**config.mk**
```make
export PLATFORM = sky130hd
export DESIGN_NAME = bp_cce_hybrid_lce_cmd_arb
export DESIGN_NICKNAME = d
export VERILOG_FILES = /design/src/rtl/bp_cce_hybrid_lce_cmd_arb.sv
export SDC_FILE = /design/constraint.sdc
export NUM_CORES = 1
export LEC_CHECK = 0
export BUFFER_PORTS_ARGS = -buffer_cell sky130_fd_sc_hd__buf_2
export CELL_PAD_IN_SITES_DETAIL_PLACEMENT = 0
export CELL_PAD_IN_SITES_GLOBAL_PLACEMENT = 2
export CORE_AREA = 2 2 308 310
export DETAILED_ROUTE_END_ITERATION = 12
export DIE_AREA = 0 0 310 312
export PLACE_DENSITY = 0.61
export SLEW_MARGIN = 10
export SYNTH_ARGS = -nofsm -noshare
export SYNTH_HDL_FRONTEND = slang
export SYNTH_SLANG_ARGS = --single-unit
```
**constraint.sdc**
```tcl
create_clock -name clk_i -period 3.5 [get_ports clk_i]
set_input_delay 0.35 -clock clk_i [delete_from_list [all_inputs] [get_ports clk_i]]
set_output_delay 0.35 -clock clk_i [all_outputs]
set_load 0.005 [all_outputs]
```
**src/rtl/bp_cce_hybrid_lce_cmd_arb.sv**
```systemverilog
// Round-robin arbiter for the hybrid CCE LCE command channel (BedRock burst, ready&valid).
// Latency: zero-cycle combinational forwarding of the winner's header; data follows one or more cycles later.
// Backpressure: downstream ready is routed only to the granted requester; grant is held until message end.
//
// Ports:
//   req_*_i / req_*_o        per-requester header, data, has_data, last, mask and ready signals
//   lce_cmd_*                muxed LCE command output channel (header + data beats)
//   grant_o                  one-hot current grant (0 when idle with no eligible requester)
//   busy_o                   a message is in progress
module bp_cce_hybrid_lce_cmd_arb #(
    parameter int num_req_p      = 3,
    parameter int header_width_p = 128,
    parameter int data_width_p   = 64
) (
    input  logic                                clk_i,
    input  logic                                reset_n_i,
    input  logic [num_req_p*header_width_p-1:0] req_header_i,
    input  logic [num_req_p-1:0]                req_header_v_i,
    output logic [num_req_p-1:0]                req_header_ready_and_o,
    input  logic [num_req_p-1:0]                req_has_data_i,
    input  logic [num_req_p*data_width_p-1:0]   req_data_i,
    input  logic [num_req_p-1:0]                req_data_v_i,
    output logic [num_req_p-1:0]                req_data_ready_and_o,
    input  logic [num_req_p-1:0]                req_last_i,
    input  logic [num_req_p-1:0]                req_mask_i,
    output logic [header_width_p-1:0]           lce_cmd_header_o,
    output logic                                lce_cmd_header_v_o,
    input  logic                                lce_cmd_header_ready_and_i,
    output logic                                lce_cmd_has_data_o,
    output logic [data_width_p-1:0]             lce_cmd_data_o,
    output logic                                lce_cmd_data_v_o,
    input  logic                                lce_cmd_data_ready_and_i,
    output logic                                lce_cmd_last_o,
    output logic [num_req_p-1:0]                grant_o,
    output logic                                busy_o
);

    localparam int iw_lp = (num_req_p > 1) ? $clog2(num_req_p) : 1;

    typedef enum logic [1:0] {e_idle, e_hdr, e_data} state_e;

    state_e             state_q, state_d;
    logic [iw_lp-1:0]   ptr_q, ptr_d;
    logic [iw_lp-1:0]   gidx_q, gidx_d;
    logic [iw_lp-1:0]   win_idx, cand, sel_idx;
    logic               win_found, sel_act;
    logic [num_req_p-1:0] elig;

    logic [header_width_p-1:0] hdr_sel;
    logic [data_width_p-1:0]   dat_sel;
    logic                      hv_sel, hd_sel, dv_sel, last_sel;
    logic                      hdr_hs, data_hs;

    assign elig = req_header_v_i & ~req_mask_i;

    // Search upward from ptr+1, wrapping, for the first eligible requester.
    always_comb begin
        win_found = 1'b0;
        win_idx   = '0;
        cand      = '0;
        for (int k = 1; k <= num_req_p; k++) begin
            cand = iw_lp'((int'(ptr_q) + k) % num_req_p);
            if (!win_found && elig[cand]) begin
                win_found = 1'b1;
                win_idx   = cand;
            end
        end
    end

    // In idle the arbiter's choice drives the mux; once a message is open the latched index does.
    always_comb begin
        sel_act = 1'b0;
        sel_idx = '0;
        case (state_q)
            e_idle:  begin sel_act = win_found; sel_idx = win_idx; end
            default: begin sel_act = 1'b1;      sel_idx = gidx_q;  end
        endcase
    end

    always_comb begin
        hdr_sel  = '0;
        dat_sel  = '0;
        hv_sel   = 1'b0;
        hd_sel   = 1'b0;
        dv_sel   = 1'b0;
        last_sel = 1'b0;
        for (int i = 0; i < num_req_p; i++) begin
            if (iw_lp'(i) == sel_idx) begin
                hdr_sel  = req_header_i[i*header_width_p +: header_width_p];
                dat_sel  = req_data_i[i*data_width_p +: data_width_p];
                hv_sel   = req_header_v_i[i];
                hd_sel   = req_has_data_i[i];
                dv_sel   = req_data_v_i[i];
                last_sel = req_last_i[i];
            end
        end
    end

    // Outputs are also gated by reset_n_i so an asserted reset silences the
    // channel even while requesters keep driving valid.
    always_comb begin
        grant_o                = '0;
        req_header_ready_and_o = '0;
        req_data_ready_and_o   = '0;
        lce_cmd_header_o       = '0;
        lce_cmd_header_v_o     = 1'b0;
        lce_cmd_has_data_o     = 1'b0;
        lce_cmd_data_o         = '0;
        lce_cmd_data_v_o       = 1'b0;
        lce_cmd_last_o         = 1'b0;
        if (reset_n_i && sel_act) begin
            grant_o[sel_idx] = 1'b1;
            if (state_q == e_data) begin
                lce_cmd_data_o                = dat_sel;
                lce_cmd_data_v_o              = dv_sel;
                lce_cmd_last_o                = last_sel;
                req_data_ready_and_o[sel_idx] = lce_cmd_data_ready_and_i;
            end else begin
                lce_cmd_header_o                = hdr_sel;
                lce_cmd_header_v_o              = hv_sel;
                lce_cmd_has_data_o              = hd_sel;
                req_header_ready_and_o[sel_idx] = lce_cmd_header_ready_and_i;
            end
        end
    end

    assign busy_o  = (state_q != e_idle);
    assign hdr_hs  = lce_cmd_header_v_o & lce_cmd_header_ready_and_i;
    assign data_hs = lce_cmd_data_v_o & lce_cmd_data_ready_and_i;

    always_comb begin
        state_d = state_q;
        ptr_d   = ptr_q;
        gidx_d  = gidx_q;
        case (state_q)
            e_idle: begin
                if (win_found) begin
                    gidx_d = win_idx;
                    if (hdr_hs) begin
                        if (lce_cmd_has_data_o) state_d = e_data;
                        else                    ptr_d   = win_idx;
                    end else begin
                        state_d = e_hdr;
                    end
                end
            end
            e_hdr: begin
                if (hdr_hs) begin
                    if (lce_cmd_has_data_o) begin
                        state_d = e_data;
                    end else begin
                        state_d = e_idle;
                        ptr_d   = gidx_q;
                    end
                end
            end
            e_data: begin
                if (data_hs && lce_cmd_last_o) begin
                    state_d = e_idle;
                    ptr_d   = gidx_q;
                end
            end
            default: state_d = e_idle;
        endcase
    end

    always_ff @(posedge clk_i or negedge reset_n_i) begin
        if (!reset_n_i) begin
            state_q <= e_idle;
            ptr_q   <= iw_lp'(num_req_p - 1);
            gidx_q  <= '0;
        end else begin
            state_q <= state_d;
            ptr_q   <= ptr_d;
            gidx_q  <= gidx_d;
        end
    end

endmodule
```
== Word-level counts from Yosys, hierarchy flattened ==
Index checks and enable logic that the tools add are counted.

* Bits in registers: 6
* Output and inout bits: 206

* Add/sub/neg operators: 3
* Div/mod/pow operators: 3
* Order comparisons: 5
* Equality and inequality tests: 11
* Mux-type cells: 65
* Bitwise operators: 6
* Reduce and logical (&&, ||, !) cells: 14

{| class="wikitable"
|+ Operators with widths
! operator !! count
|-
| two-way mux 128 bit || 5
|-
| two-way mux 64 bit || 5
|-
| modulo 32 x 3 -> 32 bit (second input constant) || 3
|-
| two-way mux 2 bit || 16
|-
| two-way mux 1 bit || 28
|-
| two-way mux 3 bit || 5
|-
| less-than comparator 2 x 3 -> 1 bit (second input constant) || 4
|-
| case mux 2 bit (3 select lines) || 2
|-
| inequality test 2 bit (second input constant) || 5
|-
| bitwise AND 3 bit || 3
|-
| AND reduction 7 bit || 1
|-
| adder 2 x 2 -> 3 bit (second input constant) || 2
|-
| binary-select mux 1 bit (select 2 bit) || 3
|-
| logical AND 1 bit || 5
|-
| zero test 2 bit || 2
|-
| AND reduction 4 bit || 1
|-
| adder 2 x 1 -> 3 bit (second input constant) || 1
|-
| inequality test 3 bit (second input constant) || 1
|-
| NOT 3 bit || 1
|-
| nonzero test 3 bit || 1
|-
| bitwise AND 1 bit || 2
|-
| demux 1 bit (select 2 bit) || 1
|-
| == test 1 x 2 -> 1 bit (first input constant) || 1
|-
| == test 2 x 1 -> 1 bit (second input constant) || 1
|-
| other kinds (7) || 8
|}

== Longest topological paths before layout ==
* Depth in word-level cells: 22
* Gate-level depth with buffers: 13

== Worst setup path after synthesis ==
OpenSTA, ideal clock, no wires.

* Path type: flip-flop to output port
* From: register ptr_q[1]
* To: output port lce_cmd_header_o[100]
* Arrival: 2.642 ns
* Path slack: 0.508 ns
* Cell stages (with the launch flop): 13
* Buffers on the path: 4
* Path through: dfstp_2 -> inv_1 -> ha_1 -> buf_2 -> nor4b_1 -> o21ai_1 -> o221a_2 -> buf_6 -> a211oi_2 -> clkbuf_1 -> buf_2 -> a21oi_1 -> nor2_1

* Word-level cells in the longest chain between the ends: 18

{| class="wikitable"
|+ RTL lines
! element !! line !! RTL
|-
| start, declared || 43 || <nowiki>logic [iw_lp-1:0] ptr_q, ptr_d;</nowiki>
|-
| start signal, assigned || 170 || <nowiki>ptr_q <= iw_lp'(num_req_p - 1);</nowiki>
|-
| start signal, assigned || 174 || <nowiki>ptr_q <= ptr_d;</nowiki>
|-
| adder 2 x 1 -> 3 bit || 62 || <nowiki>cand = iw_lp'((int'(ptr_q) + k) % num_req_p);</nowiki>
|-
| modulo 32 x 3 -> 32 bit || 62 ||
|-
| binary-select mux 1 bit (select 2 bit) || 63 || <nowiki>if (!win_found && elig[cand]) begin</nowiki>
|-
| two-way mux 1 bit (not written as such) || 63 ||
|-
| two-way mux 1 bit || 63 ||
|-
| zero test 1 bit || 63 ||
|-
| logical AND 1 bit || 63 ||
|-
| two-way mux 1 bit || 63 ||
|-
| zero test 1 bit || 63 ||
|-
| logical AND 1 bit || 63 ||
|-
| two-way mux 2 bit || 63 ||
|-
| two-way mux 2 bit || 74 || <nowiki>case (state_q)</nowiki>
|-
| zero test 2 bit || 88 || <nowiki>if (iw_lp'(i) == sel_idx) begin</nowiki>
|-
| two-way mux 128 bit (3 in a row) || 88 ||
|-
| two-way mux 128 bit || 113 || <nowiki>if (state_q == e_data) begin</nowiki>
|-
| two-way mux 128 bit * || 111 || <nowiki>if (reset_n_i && sel_act) begin</nowiki>
|-
| end, declared || 26 || <nowiki>output logic [header_width_p-1:0] lce_cmd_header_o,</nowiki>
|}

Mark *: on every way between the ends. The rest lies on a longest branch, timed or not. The select of a mux whose other input is x is not followed.

== Worst setup path after layout ==
* From: register ptr_q[1]
* To: output port lce_cmd_header_o[104]

The elaborated chain is that of the path after synthesis.

==> impl_metrics.tcl <==
set metrics [dict create \
    slew_headroom_pct 60.8 \
    vias 11596 \
    drt_iter0_markers 627 \
    clock_latency_ps 230 \
    start_util_pct 6.07 \
    slowest_stage "dfstp_2" \
    start_kind "flip-flop" \
    via_per_inst 3.52 \
    fin_crit_ps 3390 \
    power_density_nw_per_um2 960 \
    cts_tree "done" \
    hp-class "input pin to asynchronous set/reset pin" \
    antenna_found_initial 29 \
    slowest_delay_ps 560 \
    hpwl_um 53700 \
    cts_inserted_buffers 3 \
    cp_cell_sequence "ha_4, nor4b_4, nor2_2, a31oi_1, buf_4, a21oi_4, buf_12, clkbuf_16, buf_4, a21oi_2, a21oi_1, nor2_2, buf_2" \
    cp_max_fo 11 \
    final_cell_count_no_fill 3290 \
    grt_pass1_vias 11464 \
    ys_async_sr_fraction_pct 100 \
    drc 0 \
    ys_warn_count 0 \
    dpl_cell_area_um2 12000 \
    ant_nets 0 \
    fp.dieW_um 310 \
    grtUsageMet3_pct 1.94 \
    fin_area_um2 12600 \
    tightest_slew_ps 586 \
    ys_ff_latch 6 \
    whs_ps 502 \
    p_leak_nw 6.48 \
    layout.nets 2638 \
    grt.total_usage_pct 12.0 \
    synthDistinctLibCells 48 \
    dp.cells 3264 \
    synth_area_um2 5650 \
    drt-wirelength-per-cell_um 19.5 \
    finalHoldViolations 0 \
    outcome "complete, no violations" \
    dieHeight_um 312 \
    first_pass_iters 5 \
    cp-end-kind "primary output" \
    clock_sinks 6 \
    synth_edf_count 0 \
    portBuffers 800 \
    die_area_um2 96700 \
    total_power_mw 12.0 \
    htree_levels 1 \
    grt_max_degree 54 \
    drive_gt1_share_pct 48.7 \
    routed_wl_um 64100 \
    critPathTopFamily "buffers and inverters" \
    ys_seq_area_share_pct 2.68 \
    ir_worst_vdd_uv 387 \
    skew_ps 3.29 \
    grt_pass1_wl_um 83900 \
    grtUsageMet1_pct 14.5 \
    cp.required_ps 3150 \
    syn2layout_area_growth_pct 122 \
    drv_cap 0 \
    synth_nets 1805 \
    core-area_um2 93000 \
    postSynthAreaPerCell_um2 4.70 \
    timing.final.crit_share_pct 96.8 \
    rows 112 \
    slew_viol_final 0 \
    fmax_mhz 295 \
    clkTransAtPathRegs_ps 40 \
    ys.flop_type "dfrtp_1" \
    tns_ps 0 \
    grt.overflow.total 0 \
    critical_path_class "flip-flop to primary output" \
    path_buf_inv 5 \
    cp.arrival_ps 3040 \
    io_pins 801 \
    finalSetupViolations 0 \
    gr-usage-met2_pct 22.7 \
    rsz0062_at_grt "true" \
    gp_congestion 0.861 \
    netlist_instances 1203 \
    cts-root-buf "clkbuf_16" \
    cts_buffer_depth 2 \
    busiest_layer "met2" \
]
==> worst reg2reg max path, stage by stage, from the launching register on <==
cell and delay, ps:
dfstp_2 560, ha_4 230, nor4b_4 360, nor4_4 100, buf_4 160, buf_4 130
o21ai_0 240, a221oi_1 210, a211oi_2 450, a41oi_2 270, nor4_4 250, mux2i_1 230
==> flip-flops by register name (all words and copies together) (netlist names) <==
register	count
gidx_q	2
ptr_q	2
state_q	2
==> Yosys cell counts (3+ instances only) <==
cell	instances	area, µm²
buf_2	36	180
nor2_1	213	800
nor2b_1	5	31.3
nor3_1	4	20.0
ha_1	7	87.6
o21ai_0	5	25.0
inv_1	15	56.3
dfrtp_1	5	125
a21o_1	4	30.0
buf_1	6	22.5
a21oi_1	390	1950
a221oi_1	3	26.3
nand3_1	4	20.0
nand2b_1	4	25.0
mux2i_1	9	90.1
clkbuf_1	67	251
nand2_1	387	1450
==> report_power, final <==
part / switching [mW] / leakage [nW] / total [mW] / internal [mW]
logic: 6.90 / 6.37 / 11.7 / 4.82
clock network: 0.0414 / 0.0382 / 0.193 / 0.151
registers: 0.0397 / 0.0746 / 0.139 / 0.0991
==> per-layer routing <==
metal  vias up  part of all wire (%)
li1       5659                     -
met1      5287                    41
met2       569                    51
met5         -                  0.11
met4        10                   1.5
met3        71                   6.8
==> final cells by class <==
type                    count  area, µm²
fillers                 11273      80500
repair buffers            938       5530
clock buffers               4       78.8
well taps                1254       1570
inverters                  15       56.3
multi-input cells        1072       5170
diodes                      1       2.50
flip-flops and latches      6        151
==> final timing paths <==
path,start,to,slack [ps],depth (start not counted)
worst max-delay path,ptr_q[1]$_DFFE_PN1P_,lce_cmd_header_o[104],110,13
worst min-delay path,reset_n_i,ptr_q[0]$_DFFE_PN0P_,500,2
worst max register to register,ptr_q[1]$_DFFE_PN1P_,ptr_q[1]$_DFFE_PN1P_,220,11
worst min register to register,ptr_q[1]$_DFFE_PN1P_,ptr_q[1]$_DFFE_PN1P_,540,2
max in group asynchronous,reset_n_i,ptr_q[1]$_DFFE_PN1P_,2750,2
min in group clk_i,ptr_q[1]$_DFFE_PN1P_,ptr_q[1]$_DFFE_PN1P_,540,2
==> cell families after synthesis <==
family,Yosys count,share of synthesized area [%]
AO/OA/AOI/OAI,424,40.3
multiplexers,10,1.79
AND/OR/NAND/NOR,631,44.5
flip-flops,6,2.68
buffers and inverters,125,9.23
adder cells (fa/ha/maj),7,1.55
==> stage by stage <==
stage	setup slack (ps)	util, %
2_1_floorplan	508	-
5_1_grt	-16.4	13.5
3_3_place_gp	-74.6	12.8
3_5_place_dp	-85.8	12.8
6_report	113	13.5
4_1_cts	10.7	13.3
==> repair_timing <==
item                                   CTS  global route
setup buffers                           10             4
pin swaps                                8            11
resized for setup                       22            29
cloned                                   3             3
setup endpoints to repair              101           126
hold buffers                             1             0
endpoints found under the hold margin    5             0
==> cells in the final DEF (no fill, tap or decap), types with 2 or more instances in the layout <==
master       n
and4_1       2
dfrtp_1      5
a221oi_1     3
clkbuf_16    5
buf_12      24
mux2i_1      9
inv_1       14
nor3_1       4
a21oi_2     18
ha_1         4
nor2_1     207
buf_16       5
a21oi_4      3
ha_2         2
buf_2      800
o211ai_1     2
nand2_1    386
o22ai_1      2
o21ai_1      3
nor2_2       5
nand2b_1     4
buf_6        7
nand3_1      3
o21ai_0      4
o31ai_4      2
a21oi_1    369
buf_4       98
nor4_4       2
a21o_1       4
a31oi_1      2
nor2b_1      5
(Power assumes the default switching activity.)
